`src/rtl/four_bit_serial_adder.sv`:
```
`default_nettype none
// ============================================================================
// Module   : four_bit_serial_adder
// Brief    : Bit-serial adder S = A + B + Cin using one shared full-adder
//            slice, one bit per clock, with a start/busy/done handshake.
//            Also serves as the inverse of the 4-bit ripple subtractor.
// Revision : 1.0 - initial release
// ============================================================================
module four_bit_serial_adder #(
    parameter int WIDTH = 4
) (
    input  logic             clk,
    input  logic             rst,
    input  logic             start,
    input  logic [WIDTH-1:0] A,
    input  logic [WIDTH-1:0] B,
    input  logic             Cin,
    output logic             busy,
    output logic             done,
    output logic [WIDTH-1:0] S,
    output logic             Cout,
    output logic             V
);

    localparam int CNT_W = (WIDTH > 2) ? $clog2(WIDTH) : 1;

    localparam logic [1:0] ST_IDLE = 2'd0;
    localparam logic [1:0] ST_RUN  = 2'd1;
    localparam logic [1:0] ST_DONE = 2'd2;

    localparam logic [CNT_W-1:0] C_LAST_BIT = CNT_W'(WIDTH - 1);

    logic [1:0]       state_q, state_d;
    logic [WIDTH-1:0] a_sh_q, a_sh_d;
    logic [WIDTH-1:0] b_sh_q, b_sh_d;
    logic [WIDTH-1:0] s_sh_q, s_sh_d;
    logic             c_q, c_d;
    logic             c_msb_q, c_msb_d;
    logic [CNT_W-1:0] cnt_q, cnt_d;
    logic [WIDTH-1:0] s_q, s_d;
    logic             cout_q, cout_d;
    logic             v_q, v_d;

    // Single shared full-adder slice working on the current LSBs.
    logic w_bit_sum;
    logic w_bit_carry;
    logic w_last_bit;

    assign w_bit_sum   = a_sh_q[0] ^ b_sh_q[0] ^ c_q;
    assign w_bit_carry = (a_sh_q[0] & b_sh_q[0]) | (b_sh_q[0] & c_q) | (a_sh_q[0] & c_q);
    assign w_last_bit  = (cnt_q == C_LAST_BIT);

    // FSM state register; reset discards any operation in flight.
    always_ff @(posedge clk or posedge rst) begin
        if (rst) begin
            state_q <= ST_IDLE;
        end else begin
            state_q <= state_d;
        end
    end

    // Next-state logic: start is only looked at in IDLE; DONE always returns.
    always_comb begin
        state_d = state_q;
        case (state_q)
            ST_IDLE: if (start) state_d = ST_RUN;
            ST_RUN:  if (w_last_bit) state_d = ST_DONE;
            ST_DONE: state_d = ST_IDLE;
            default: state_d = ST_IDLE;
        endcase
    end

    // Handshake outputs decoded from the state register only.
    always_comb begin
        busy = (state_q == ST_RUN);
        done = (state_q == ST_DONE);
    end

    // Datapath next values: load on accepted start, shift one bit per RUN edge.
    always_comb begin
        a_sh_d  = a_sh_q;
        b_sh_d  = b_sh_q;
        s_sh_d  = s_sh_q;
        c_d     = c_q;
        c_msb_d = c_msb_q;
        cnt_d   = cnt_q;
        s_d     = s_q;
        cout_d  = cout_q;
        v_d     = v_q;
        case (state_q)
            ST_IDLE: begin
                if (start) begin
                    a_sh_d = A;
                    b_sh_d = B;
                    c_d    = Cin;
                    cnt_d  = '0;
                end
            end
            ST_RUN: begin
                a_sh_d = {1'b0, a_sh_q[WIDTH-1:1]};
                b_sh_d = {1'b0, b_sh_q[WIDTH-1:1]};
                s_sh_d = {w_bit_sum, s_sh_q[WIDTH-1:1]};
                c_d    = w_bit_carry;
                cnt_d  = cnt_q + CNT_W'(1);
                if (w_last_bit) begin
                    // The carry entering the MSB slice is the carry held now.
                    c_msb_d = c_q;
                    s_d     = {w_bit_sum, s_sh_q[WIDTH-1:1]};
                    cout_d  = w_bit_carry;
                    v_d     = c_msb_d ^ w_bit_carry;
                end
            end
            default: begin
            end
        endcase
    end

    // Datapath and result registers; results only move on the RUN->DONE edge.
    always_ff @(posedge clk or posedge rst) begin
        if (rst) begin
            a_sh_q  <= '0;
            b_sh_q  <= '0;
            s_sh_q  <= '0;
            c_q     <= 1'b0;
            c_msb_q <= 1'b0;
            cnt_q   <= '0;
            s_q     <= '0;
            cout_q  <= 1'b0;
            v_q     <= 1'b0;
        end else begin
            a_sh_q  <= a_sh_d;
            b_sh_q  <= b_sh_d;
            s_sh_q  <= s_sh_d;
            c_q     <= c_d;
            c_msb_q <= c_msb_d;
            cnt_q   <= cnt_d;
            s_q     <= s_d;
            cout_q  <= cout_d;
            v_q     <= v_d;
        end
    end

    assign S    = s_q;
    assign Cout = cout_q;
    assign V    = v_q;

endmodule
`default_nettype wire

```
`config.mk`:
```
export PLATFORM = sky130hd
export DESIGN_NAME = four_bit_serial_adder
export DESIGN_NICKNAME = d
export VERILOG_FILES = /design/src/rtl/four_bit_serial_adder.sv
export SDC_FILE = /design/constraint.sdc
export NUM_CORES = 1
export LEC_CHECK = 0
export CAP_MARGIN = 5
export CORE_MARGIN = 8
export CORE_UTILIZATION = 53
export DETAILED_ROUTE_END_ITERATION = 10
export GPL_TIMING_DRIVEN = 0
export PLACE_DENSITY = 0.78
export SYNTH_ARGS = -nofsm -noshare
export SYNTH_HDL_FRONTEND = slang
export SYNTH_SLANG_ARGS = --single-unit
export TNS_END_PERCENT = 30
```
`constraint.sdc`:
```
create_clock -name clk -period 3.46 [get_ports clk]
set_clock_uncertainty 0.1 [all_clocks]
set_input_delay 0.692 -clock clk [delete_from_list [all_inputs] [get_ports clk]]
set_output_delay 0.692 -clock clk [all_outputs]
set_load 0.005 [all_outputs]
```
== Yosys cells after proc, flatten, opt, wreduce, memory -nomap -nowiden ==
Cells that the tools add are included.
Storage, ports and cells
  register bits after elaboration: 23
  latch bits: 0
  memory bits (writable): 0
  ROM bits: 0
  bits of input ports: 12
  output and inout bits: 8
  word-level logic and storage cells: 39
  memories: 0
Cells by class
  add/subtract/negate cells: 1
  multiply operators: 0
  divide/modulo/power cells: 0
  magnitude comparators: 0
  equality and inequality tests: 5
  shifts and indexed selects: 0
  multiplexer cells: 11
  bitwise gates (word level): 8
  reductions and logical operators: 5
Operator list (count)
  $pmux 4 s2: 2
  $mux 4: 2
  $pmux 2 s2: 2
  $mux 2: 3
  $reduce_and 2->1: 3
  $eq 2x2->1 const B: 2
  $and 1x1->1: 3
  $xor 1x1->1: 3
  $add 2x1->2 const B: 1
  $eq 2x1->1 const B: 1
  $logic_not 2->1: 1
  $ne 2x1->1 const B: 1
  $ne 2x2->1 const B: 1
  $or 1x1->1: 2
  $pmux 1 s2: 1
  $reduce_bool 2->1: 1
  $mux 1: 1

== Logic depth before layout (Yosys ltp) ==
  depth after elaboration: 4
  mapped depth: 6
  mapped depth without buffers: 4

== Worst setup path after synthesis ==
Ideal clock, no wire load.
  path type: register to output
  from: reg state_q[1]
  to: out done
  arrival time: 0.811 ns
  data required time: 2.668 ns
  path slack: 1.857 ns
  cell stages (with the launch flop): 4
  path buffers: 2
  path through: dfrtp_1 -> buf_4 -> buf_4 -> nor2b_1
On the way
  cells in the longest elaborated chain, start to end: 1
Ends and longest elaborated chain
  start: declaration: line 33  | logic [1:0] state_q, state_d;
  start signal: assignment: line 58  | state_q <= state_d;
  $eq 2x2->1: line 76  | done = (state_q == ST_DONE);
  end: declaration: line 19  | output logic done,
Every way passes these cells.

== Worst setup path in the final report ==
Same ends and word-level chain as after synthesis.

==> impl_metrics.ini <==
[outcome]
status = finished, final reports clean

[layout]
area_growth_pct = 26.98
final_area_mm2 = 0.001301
layout_commonest_cell = dfrtp_1
nets = 133
layout_common_cells = dfrtp_1 (22), nand2_1 (19), clkdlybuf4s50_1 (19)
fill_cells = 169
drive_gt1_share_pct = 15.25
antenna_cells = 0
finalNonFillerCells = 145

[grt]
track_usage_pct = 13.06
grt_pass1_vias = 809
grt_max_degree = 23
antenna_found_initial = 0
grt-ovfl-total = 0
grt_pass1_wl_um = 3588

[yosys]
synth_area_leaders = dfrtp_1 (54%), nand2_1 (7.0%), mux2_2 (5.5%)
ys_types = 23
yosysTopAreaCell = dfrtp_1
synth.avg_cell_area_um2 = 10.79
synth_flop_cell = dfrtp_1
yosysWarnings = 0
syn_area_mm2 = 0.001025
synth_edf_count = 0
postSynthCellCount = 95
async_flop_share_pct = 100.0
synth_top_area_share_pct = 53.72
synth-seq-cells = 22
synth_seq_area_share_pct = 53.72
syn_nets = 109

[sta]
post-route-period-util_pct = 72.93
worstMarginPinSlew_ps = 842.8
hold_violations = 0
slew_viol_final = 0
rsz0062_at_grt = false
min_period_ps = 2523
timing.fmax_mhz = 396.3
fin_ws_ps = 936.5
whs_ps = 413.0
relSlewSlack_pct = 43.75
setup_viol = 0
fin_setup_tns_ps = 0

[floorplan]
io_pins = 20
num_rows = 16
start_util_pct = 54.45
dieArea_mm2 = 0.003596
die_h_um = 59.97
die_x_um = 59.97
core_mm2 = 0.001882

[clock_tree]
cts.path.max_buffers = 2
root_buffer = clkbuf_4
cts-resized-gates = 0
worstSkewPairLatency_ps = 310
cts_buffers = 3
cts_tree = yes
clock_sinks = 22
holdBufCountCts = 0
clk_pin_slew_ps = 120
post_cts_buffers = 0
htreeDepth = 1

[worst_setup_path]
r2r_slack_ps = 2030
cp-end-kind = output port
critPathKind = reg -> out
crit_required_ps = 2670
r2r-start = a_sh_q[0]$_DFFE_PP0P_
startpoint = state_q[1]$_DFFE_PP0P_
r2r-end = S[3]$_DFFE_PP0P_
worstPathMaxFanout = 10
endpoint = done
arrival_ps = 1730
r2r_cells = 2
critical_path.startpoint_type = flop

[flow_run]
max-cap-violations = 0

[route]
via_per_inst = 5.462
vias = 792
first_pass_iters = 4
drcViolationCount = 0
drt-wirelength-per-cell_um = 14.45
drt_iter0_markers = 30
wl_um = 2095
drtAntennaViolNets = 0

[power_and_ir_drop]
power_density_mw_per_mm2 = 894.5
p_leak_nw = 0.5800
peakVddDrop_v = 0.0005597

[place]
hpwl_um = 1502
gp_congestion = 0.7793
port-buffer-count = 19
dpl-instance-area_mm2 = 0.001249
place_inst = 141
post-place-ws_ps = 1286

[min_path]
min_path_cells = 2
min_path_type = reg -> reg
-- worst max-delay path, cell delays in order (launching register included) --
cell,delay [ps]
dfrtp_1,420
buf_4,180
buf_4,180
nor2b_1,140
clkdlybuf4s50_1,510
-- registers in the layout (all words and copies together), names as in the netlist --
name and flops:
S 4, a_sh_q 4, b_sh_q 4, s_sh_q 3, cnt_q 2, state_q 2
Cout 1, V 1, c_q 1
-- through the flow --
stage	utilization (%)	power (mW)
after global routing	69.15	1.254
after detailed placement	66.36	0.9793
final	69.15	1.164
after floorplan	-	0.7904
after global placement	66.36	0.9587
after CTS	69.15	1.176
-- Yosys cell counts, types with 2 or more instances --
library cell,n
a221o_1,3
buf_4,2
buf_6,2
dfrtp_1,22
inv_1,2
mux2_2,5
nand2_1,19
nand2b_1,4
nand2b_2,2
nand3_1,2
nor2_1,3
nor2b_1,4
nor3_1,6
o21ai_0,7
o32ai_1,4
-- final cells by class --
class	instances	area (µm²)	share of cell area [%]
timing repair buffer	19	190.2	14.62
multi-input combinational	66	422.9	32.50
tap	27	33.78	2.596
buffer	4	37.54	2.885
inverter	3	13.76	1.058
clock buffer	3	22.52	1.731
clock inverter	1	30.03	2.308
sequential	22	550.5	42.31
-- kinds of logic after synthesis --
family                     after synthesis  synth area share (%)
muxes                                    5                 5.494
DFF                                     22                 53.72
adders and majority gates                2                 3.174
xor gates and xnor gates                 1                0.8549
buffers and inverters                    7                 5.006
and+or+nand+nor                         41                 19.66
AOI/OAI and AO/OA                       17                 12.09
-- layer usage --
layer	up-vias	track usage, %	wire [µm]
met1	393	16.69	978
met2	15	20.92	1024
met4	0	5.782	25
met3	4	2.151	66
met5	-	0	0
li1	380	-	-
-- how the worst min path moves through the flow --
stage                           from                     to  slack [ps]
5_1_grt        s_sh_q[1]$_DFFE_PP0P_  s_sh_q[1]$_DFFE_PP0P_         430
3_3_place_gp   s_sh_q[1]$_DFFE_PP0P_  s_sh_q[1]$_DFFE_PP0P_         360
4_1_cts         cnt_q[0]$_DFFE_PP0P_   cnt_q[0]$_DFFE_PP0P_         420
3_5_place_dp   s_sh_q[2]$_DFFE_PP0P_  s_sh_q[2]$_DFFE_PP0P_         390
6_report       s_sh_q[1]$_DFFE_PP0P_  s_sh_q[1]$_DFFE_PP0P_         410
2_1_floorplan  s_sh_q[1]$_DFFE_PP0P_  s_sh_q[1]$_DFFE_PP0P_         340
-- report_power, final --
group          internal (mW)  switching [mW]
Clock                  0.117          0.0820
Sequential             0.376          0.0802
Combinational          0.278           0.231
Total                  0.771           0.393
(Power assumes the default switching activity.)
